===== src/rtl/uart_pkg.sv =====
// Shared UART definitions: receive FSM state encoding and default frame geometry
// used by both the RX and TX sides.
package uart_pkg;

    localparam int unsigned UART_BAUD_DIV  = 16;
    localparam int unsigned UART_DATA_BITS = 8;
    localparam int unsigned BIT_IDX_W      = 4;

    typedef enum logic [2:0] {
        IDLE   = 3'd0,
        START  = 3'd1,
        DATA   = 3'd2,
        PARITY = 3'd3,
        STOP   = 3'd4
    } rx_state_t;

endpackage : uart_pkg


===== src/rtl/uart_bit_timer.sv =====
// Bit-period counter: cleared by load, advanced by run, wraps at BAUD_DIV-1.
// Emits combinational half-period and full-period tick strobes.
module uart_bit_timer
    import uart_pkg::*;
#(
    parameter int unsigned BAUD_DIV = UART_BAUD_DIV
) (
    input  logic clk,
    input  logic rst,
    input  logic load,
    input  logic run,
    output logic half_tick_c,
    output logic full_tick_c
);

    localparam int unsigned CNT_W = $clog2(BAUD_DIV);
    localparam logic [CNT_W-1:0] HALF_LAST = CNT_W'(BAUD_DIV / 2 - 1);
    localparam logic [CNT_W-1:0] FULL_LAST = CNT_W'(BAUD_DIV - 1);

    logic [CNT_W-1:0] baud_cnt;

    assign half_tick_c = (baud_cnt == HALF_LAST);
    assign full_tick_c = (baud_cnt == FULL_LAST);

    // Counter never passes BAUD_DIV-1; it restarts from zero on the full tick.
    always_ff @(posedge clk) begin
        if (rst || load) begin
            baud_cnt <= '0;
        end else if (run) begin
            baud_cnt <= full_tick_c ? '0 : baud_cnt + CNT_W'(1);
        end
    end

endmodule : uart_bit_timer


===== src/rtl/uart_rx_sequencer.sv =====
// UART receive sequencer: line synchronizer, start-bit qualification, mid-bit
// shift strobes, stop/parity checks and sticky interrupt. Parity: UART_RX_PARITY_EN.
module uart_rx_sequencer
    import uart_pkg::*;
#(
    parameter int unsigned BAUD_DIV  = UART_BAUD_DIV,
    parameter int unsigned DATA_BITS = UART_DATA_BITS
) (
    input  logic                 clk,
    input  logic                 rst,
    input  logic                 rx_data,
    input  logic                 clear_interrupt,
    output logic                 shift_en,
    output logic                 sample_bit,
    output logic [BIT_IDX_W-1:0] bit_idx,
    output logic                 frame_done,
    output logic                 framing_err,
    output logic                 parity_err,
    output logic                 interrupt,
    output logic                 overrun,
    output logic                 busy
);

    localparam logic [BIT_IDX_W-1:0] LAST_BIT = BIT_IDX_W'(DATA_BITS - 1);

    logic                 sync_ff;
    logic                 rx_s;
    logic                 rx_q;
    rx_state_t            state_q;
    rx_state_t            state_d;
    logic [BIT_IDX_W-1:0] bit_cnt_q;
    logic [BIT_IDX_W-1:0] bit_cnt_d;
    logic                 timer_load_c;
    logic                 timer_run_c;
    logic                 half_tick_c;
    logic                 full_tick_c;
    logic                 shift_en_d;
    logic                 sample_bit_d;
    logic [BIT_IDX_W-1:0] bit_idx_d;
    logic                 frame_done_d;
    logic                 framing_err_d;
    logic                 busy_d;
`ifdef UART_RX_PARITY_EN
    logic                 parity_acc_q;
    logic                 parity_acc_d;
    logic                 parity_err_d;
`endif

    uart_bit_timer #(
        .BAUD_DIV    (BAUD_DIV)
    ) u_bit_timer (
        .clk         (clk),
        .rst         (rst),
        .load        (timer_load_c),
        .run         (timer_run_c),
        .half_tick_c (half_tick_c),
        .full_tick_c (full_tick_c)
    );

    // Two-flop synchronizer plus edge register; idle-high reset avoids a false start.
    always_ff @(posedge clk) begin
        if (rst) begin
            sync_ff <= 1'b1;
            rx_s    <= 1'b1;
            rx_q    <= 1'b1;
        end else begin
            sync_ff <= rx_data;
            rx_s    <= sync_ff;
            rx_q    <= rx_s;
        end
    end

    always_ff @(posedge clk) begin
        if (rst) begin
            state_q   <= IDLE;
            bit_cnt_q <= '0;
        end else begin
            state_q   <= state_d;
            bit_cnt_q <= bit_cnt_d;
        end
    end

    // Next-state and registered-output inputs
    always_comb begin
        state_d       = state_q;
        bit_cnt_d     = bit_cnt_q;
        timer_load_c  = 1'b0;
        timer_run_c   = 1'b0;
        shift_en_d    = 1'b0;
        sample_bit_d  = sample_bit;
        bit_idx_d     = bit_idx;
        frame_done_d  = 1'b0;
        framing_err_d = 1'b0;
`ifdef UART_RX_PARITY_EN
        parity_acc_d  = parity_acc_q;
        parity_err_d  = 1'b0;
`endif
        case (state_q)
            IDLE: begin
                timer_load_c = 1'b1;
                if (rx_q && !rx_s) begin
                    state_d = START;
                end
            end
            START: begin
                timer_run_c = 1'b1;
                if (half_tick_c) begin
                    timer_load_c = 1'b1;
                    if (!rx_s) begin
                        state_d   = DATA;
                        bit_cnt_d = '0;
                        bit_idx_d = '0;
`ifdef UART_RX_PARITY_EN
                        parity_acc_d = 1'b0;
`endif
                    end else begin
                        state_d = IDLE;
                    end
                end
            end
            DATA: begin
                timer_run_c = 1'b1;
                if (full_tick_c) begin
                    shift_en_d   = 1'b1;
                    sample_bit_d = rx_s;
                    bit_idx_d    = bit_cnt_q;
`ifdef UART_RX_PARITY_EN
                    parity_acc_d = parity_acc_q ^ rx_s;
`endif
                    if (bit_cnt_q == LAST_BIT) begin
                        bit_cnt_d = '0;
`ifdef UART_RX_PARITY_EN
                        state_d   = PARITY;
`else
                        state_d   = STOP;
`endif
                    end else begin
                        bit_cnt_d = bit_cnt_q + BIT_IDX_W'(1);
                    end
                end
            end
`ifdef UART_RX_PARITY_EN
            PARITY: begin
                timer_run_c = 1'b1;
                if (full_tick_c) begin
                    parity_acc_d = parity_acc_q ^ rx_s;
                    state_d      = STOP;
                end
            end
`endif
            STOP: begin
                timer_run_c = 1'b1;
                if (full_tick_c) begin
                    frame_done_d  = 1'b1;
                    framing_err_d = !rx_s;
`ifdef UART_RX_PARITY_EN
                    parity_err_d  = parity_acc_q;
`endif
                    state_d       = IDLE;
                end
            end
            default: begin
                state_d = IDLE;
            end
        endcase
        busy_d = (state_d != IDLE);
    end

    always_ff @(posedge clk) begin
        if (rst) begin
            shift_en    <= 1'b0;
            sample_bit  <= 1'b0;
            bit_idx     <= '0;
            frame_done  <= 1'b0;
            framing_err <= 1'b0;
            busy        <= 1'b0;
        end else begin
            shift_en    <= shift_en_d;
            sample_bit  <= sample_bit_d;
            bit_idx     <= bit_idx_d;
            frame_done  <= frame_done_d;
            framing_err <= framing_err_d;
            busy        <= busy_d;
        end
    end

`ifdef UART_RX_PARITY_EN
    always_ff @(posedge clk) begin
        if (rst) begin
            parity_acc_q <= 1'b0;
            parity_err   <= 1'b0;
        end else begin
            parity_acc_q <= parity_acc_d;
            parity_err   <= parity_err_d;
        end
    end
`else
    assign parity_err = 1'b0;
`endif

    // Sticky flags: a completing frame beats a simultaneous clear for interrupt,
    // while the clear suppresses overrun.
    always_ff @(posedge clk) begin
        if (rst) begin
            interrupt <= 1'b0;
            overrun   <= 1'b0;
        end else begin
            if (frame_done) begin
                interrupt <= 1'b1;
            end else if (clear_interrupt) begin
                interrupt <= 1'b0;
            end
            if (clear_interrupt) begin
                overrun <= 1'b0;
            end else if (frame_done && interrupt) begin
                overrun <= 1'b1;
            end
        end
    end

endmodule : uart_rx_sequencer


===== config.mk =====
export PLATFORM = sky130hd
export DESIGN_NAME = uart_rx_sequencer
export DESIGN_NICKNAME = d
export VERILOG_FILES = /design/src/rtl/uart_pkg.sv /design/src/rtl/uart_bit_timer.sv /design/src/rtl/uart_rx_sequencer.sv
export SDC_FILE = /design/constraint.sdc
export NUM_CORES = 1
export LEC_CHECK = 0
export ABC_AREA = 1
export CAP_MARGIN = 20
export CORE_ASPECT_RATIO = 1.1
export CORE_MARGIN = 3
export CORE_UTILIZATION = 40
export CTS_CLUSTER_DIAMETER = 100
export DETAILED_ROUTE_END_ITERATION = 6
export PLACE_DENSITY = 0.72
export SKIP_CTS_REPAIR_TIMING = 1
export SYNTH_ARGS = -nofsm -noshare
export SYNTH_HDL_FRONTEND = slang
export SYNTH_HIERARCHICAL = 1
export SYNTH_SLANG_ARGS = --single-unit

===== constraint.sdc =====
create_clock -name clk -period 2.05 [get_ports clk]
set_clock_uncertainty 0.1 [all_clocks]
set_input_delay 0.205 -clock clk [delete_from_list [all_inputs] [get_ports clk]]
set_output_delay 0.205 -clock clk [all_outputs]
set_load 0.005 [all_outputs]

* After elaboration in Yosys (flattened, before gate mapping)
Cells that the tools add are included.
** Storage, ports and cells
- Bits in writable memories :: 0
- Input port bits :: 4
- Bits in latches :: 0
- Memories kept :: 0
- Memory bits (read-only) :: 0
- Word-level logic and storage cells :: 64
- Register bits :: 25
- Output and inout bits :: 12
** Operators by class
- Shift operators :: 0
- Multiply operators :: 0
- Magnitude comparators :: 0
- Eq/ne operators :: 9
- Mux-type cells :: 21
- Reduce and logical (&&, ||, !) cells :: 15
- Div/mod/pow operators :: 0
- Bitwise operators :: 3
- Add/sub/neg operators :: 2
** Operators with widths (number)
- 2-to-1 mux 4 bit :: 6
- case mux 4 bit (2 select lines) :: 2
- 2-to-1 mux 3 bit :: 5
- case mux 3 bit (4 select lines) :: 1
- adder 4 x 1 -> 4 bit (second input constant) :: 2
- == test 4 x 3 -> 1 bit (second input constant) :: 2
- OR reduction 2 bit :: 3
- OR reduction 3 bit :: 2
- 2-to-1 mux 1 bit :: 5
- == test 4 bit (second input constant) :: 1
- != test 2 bit (second input constant) :: 2
- AND reduction 4 bit :: 1
- nonzero test 2 bit :: 2
- == test 3 x 1 -> 1 bit (second input constant) :: 1
- == test 3 x 2 -> 1 bit (second input constant) :: 1
- == test 3 bit (second input constant) :: 1
- logical NOT 3 bit :: 1
- inverter 1 bit :: 3
- nonzero test 3 bit :: 1
- logical AND 1 bit :: 2
- 2-to-1 mux 2 bit :: 1
- != test 2 x 1 -> 1 bit (second input constant) :: 1
- case mux 1 bit (2 select lines) :: 1
- AND reduction 2 bit :: 1
- other kinds (2) :: 2

* Longest topological paths before layout
- Depth in word-level cells :: 5
- Mapped depth :: 10
- Gate-level depth less buffers :: 10

* By module
Netlist, hierarchy kept.
** By module, submodules not included
- uart_rx_sequencer :: area each 958.4 um^2, cells each 130, seq. area each 420.4 um^2, times used 1
- uart_bit_timer :: area each 203.9 um^2, cells each 29, seq. area each 80.1 um^2, times used 1

* Least setup slack after synthesis
No wires, ideal clock.
- Kind :: flip-flop to flip-flop
- From :: register u_bit_timer.baud_cnt[0]
- To :: register bit_cnt_q[3]
- Period minus slack after synthesis :: 1.668 ns
- Arrival :: 1.457 ns
- Stages on the path, launching flop included :: 11
- Setup slack :: 0.382 ns
- Data required time :: 1.840 ns
- Buffers on the path :: 0
- Setup time :: 0.110 ns
- Cell sequence :: dfxtp_1 > ha_1 > inv_1 > nor3_1 > inv_1 > nor2_1 > nand3_4 > nand2_4 > inv_4 > nor2_2 > nor2_2
** Between the ends
- Longest elaborated chain between the ends :: 3
- Elaborated cells between the ends (all ways) :: 5
- Classes of those cells :: 4 x eq/ne; 1 x reduce/logical
** RTL lines
- from (decl) :: RTL line uart_bit_timer.sv:20 : logic [CNT_W-1:0] baud_cnt;
- from (signal assigned) :: RTL line uart_bit_timer.sv:30 : baud_cnt <= full_tick_c ? '0 : baud_cnt + CNT_W'(1);
- == test 4 x 3 -> 1 bit :: RTL line uart_bit_timer.sv:22 : assign half_tick_c = (baud_cnt == HALF_LAST);
- named net half_tick_c :: RTL line uart_rx_sequencer.sv:35 : logic half_tick_c;
- != test 2 bit (no source line)
- AND reduction 4 bit (no source line)
- to (signal assigned) :: RTL line uart_rx_sequencer.sv:79 : bit_cnt_q <= bit_cnt_d;
- to (decl) :: RTL line uart_rx_sequencer.sv:31 : logic [BIT_IDX_W-1:0] bit_cnt_q;
The timed path passes the listed nets, and every way through them passes these cells.
A chain may end at the register's enable or synchronous reset.

* Final worst setup path
- From :: register u_bit_timer.baud_cnt[0]
- To :: register bit_idx[2]
** Between the ends
- Longest elaborated chain between the ends :: 3
- Elaborated cells between the ends (all ways) :: 5
- Classes of those cells :: 4 x eq/ne; 1 x reduce/logical
** RTL lines
- == test 4 x 3 -> 1 bit :: RTL line uart_bit_timer.sv:22
- named net half_tick_c :: RTL line uart_rx_sequencer.sv:35
- != test 2 bit (no source line)
- AND reduction 4 bit (no source line)
- to (signal assigned) :: RTL line uart_rx_sequencer.sv:180 : bit_idx <= bit_idx_d;
- to (decl) :: RTL line uart_rx_sequencer.sv:15 : output logic [BIT_IDX_W-1:0] bit_idx,
The timed path passes the listed nets, and every way through them passes these cells.

==> results.json <==
{
  "synth_warnings": 6,
  "worstSetupPathType": "flip-flop to flip-flop",
  "synth_cell_types": 26,
  "post_dp_cell_area_sq_um": 1331,
  "core_sq_um": 2639,
  "die_h_um": 62.54,
  "synth_cells": 159,
  "drtAntennaViolNets": 0,
  "crit_top_cell": "nor2_1",
  "ys_ff_latch": 25,
  "numCtsBuffers": 3,
  "clock-sinks": 25,
  "crit_path_start": "u_bit_timer/baud_cnt[0]$_SDFFE_PP0P_",
  "drc": 0,
  "fmax_ghz": 0.5393,
  "worstPathMaxFanout": 10,
  "initial_core_util": 0.4405,
  "critPathCaptureType": "flip-flop",
  "finalSetupViolCount": 0,
  "die_w_um": 57.40,
  "crit_end": "bit_idx[2]$_SDFFE_PP0P_",
  "first_pass_iters": 4,
  "clk_path_buf_depth": 2,
  "ioPinCount": 16,
  "reg2reg_to": "bit_idx[2]$_SDFFE_PP0P_",
  "dp_slack_ns": 0.1210,
  "utilization": 0.5168,
  "maxCapViolCount": 0,
  "critPathArrivalTime_ns": 1.97,
  "dieArea_sq_um": 3589,
  "reg2regPathDepth": 10,
  "mostFrequentLayoutCells": "26 x nor2_1, 26 x nand2_1, 25 x dfxtp_1",
  "gr-total-overflow": 0,
  "drtIter0Drc": 27,
  "post-place-cells": 202,
  "grt_pass1_vias": 966,
  "io_buffers": 14,
  "yosysSeqAreaShare": 0.4306,
  "grt_max_degree": 15,
  "hold_slack_ns": 0.3328,
  "postSynthAreaPerCell_sq_um": 7.310,
  "num_rows": 19,
  "rsz0062_at_grt": "no",
  "synthTopCellsByArea": "dfxtp_1 43%, nand2_1 8.4%, nor2_1 8.4%",
  "min-delay-start": "rx_data",
  "p_leak_nw": 0.5931,
  "crit_slowest_cell": "dfxtp_1",
  "yosys.area.top_type": "dfxtp_1",
  "finalInstanceArea_sq_um": 1364,
  "powerDensity_nw_per_um2": 547.4,
  "hpwl_um": 1717,
  "rrSetupSlack_ns": 0.20,
  "hold_violations": 0,
  "grt_use_total": 0.1295,
  "synth_top_area_share": 0.4306,
  "tns_ns": 0,
  "fillers": 274,
  "period_minus_slack_ns": 1.854,
  "period_share": 0.9045,
  "ir_drop_mv": 0.3479,
  "drv_slew": 0,
  "drive_above_1_share": 0.1314,
  "vias_per_cell": 4.806,
  "clk_pin_slew_ns": 0.14,
  "wl_per_cell_um": 10.85,
  "nNetsFinal": 182,
  "r2r_start": "u_bit_timer/baud_cnt[0]$_SDFFE_PP0P_",
  "grt_pass1_wl_um": 3870,
  "finalNonFillerCells": 206,
  "antenna_found_initial": 0,
  "vias": 990,
  "path_cells": "ha_1 -> inv_1 -> nor3_2 -> inv_1 -> nor2_1 -> nand3_4 -> nand2_4 -> inv_4 -> nor2_1 -> nor2_1",
  "syn-num-nets": 165,
  "total_power_uw": 746.6,
  "place.gp.congestion": 0.8118,
  "fin_ws_ns": 0.1958,
  "required_ns": 2.17,
  "cts_root_buf": "clkbuf_4",
  "drt_wl_total_um": 2236,
  "syn_area_sq_um": 1162,
  "antennaDiodeCount": 0,
  "cp_slowest_stage_delay_ns": 0.42,
  "area_growth_syn_to_layout_pct": 17.33,
  "cts_tree": "yes",
  "min_path_type": "primary input to flip-flop",
  "clk_latency_ns": 0.32,
  "status": "finished, final reports clean",
  "htree_levels": 1,
  "critPathLaunchType": "flip-flop"
}
[worst max-delay path, delay by kind of cell, from the launching register on]
family / cells / cell delay, ns
buf+inv: 3 / 0.20
fa+ha+maj: 1 / 0.24
flops: 1 / 0.42
simple gates: 6 / 0.79
[logic make-up after synthesis]
family                     share of synthesized area
AOI/OAI and AO/OA                            0.04951
xor gates and xnor gates                    0.007536
adders and majority gates                    0.02153
buffers and inverters                        0.09796
DFF                                           0.4306
other                                       0.003226
and+or+nand+nor                               0.3897
[final cells by class]
| type | count | area, sq um | share of cell area |
|---|---|---|---|
| sequential | 25 | 500.5 | 0.3670 |
| tap | 31 | 38.79 | 0.02844 |
| clock inverter | 1 | 5.005 | 0.003670 |
| clock buffer | 3 | 22.52 | 0.01651 |
| inverter | 25 | 96.34 | 0.07064 |
| multi-input combinational | 106 | 553.0 | 0.4055 |
| timing repair buffer | 15 | 147.6 | 0.1083 |
[synth_stat cells]
cell	n
xnor2_1	1
a21oi_1	5
nor3_1	2
nand3_4	2
o21ai_1	1
nand4_1	4
nor4_1	1
nor2_1	26
inv_2	2
inv_1	22
inv_4	1
nand2_2	3
o21ai_0	4
o21a_1	1
nand2_1	26
buf_4	1
buf_2	2
nand3_1	13
conb_1	1
nand2_4	1
nor2_2	6
and3_1	1
or2_2	2
ha_1	2
dfxtp_1	25
nand3b_1	4
[flip-flops by register name, indices dropped and copies added (netlist names), 3 cells and up]
name	cells
u_bit_timer/baud_cnt	4
bit_idx	4
state_q	3
bit_cnt_q	4
[worst min-delay path by stage]
stage	end	slack, ns	depth (start not counted)
floorplan	sync_ff$_SDFF_PP1_	0.21	1
global placement	rx_s$_SDFF_PP1_	0.30	1
detailed placement	rx_s$_SDFF_PP1_	0.30	1
CTS	sync_ff$_SDFF_PP1_	0.32	2
global route	sync_ff$_SDFF_PP1_	0.34	2
finish	sync_ff$_SDFF_PP1_	0.33	2
[power breakdown]
group / switching [mW] / internal (mW) / total, mW
Combinational: 0.0196 / 0.0150 / 0.0346
Clock: 0.146 / 0.0729 / 0.219
Sequential: 0.00264 / 0.491 / 0.493
[routing by layer]
metal | wire (um) | part of all wire | global-route usage
met5 | 0 | 0 | 0
met3 | 74 | 0.033 | 0.02479
met1 | 1054 | 0.47 | 0.1463
met4 | 28 | 0.013 | 0.04348
met2 | 1079 | 0.48 | 0.2359
Note: power is estimated with default switching activity, not from simulation.
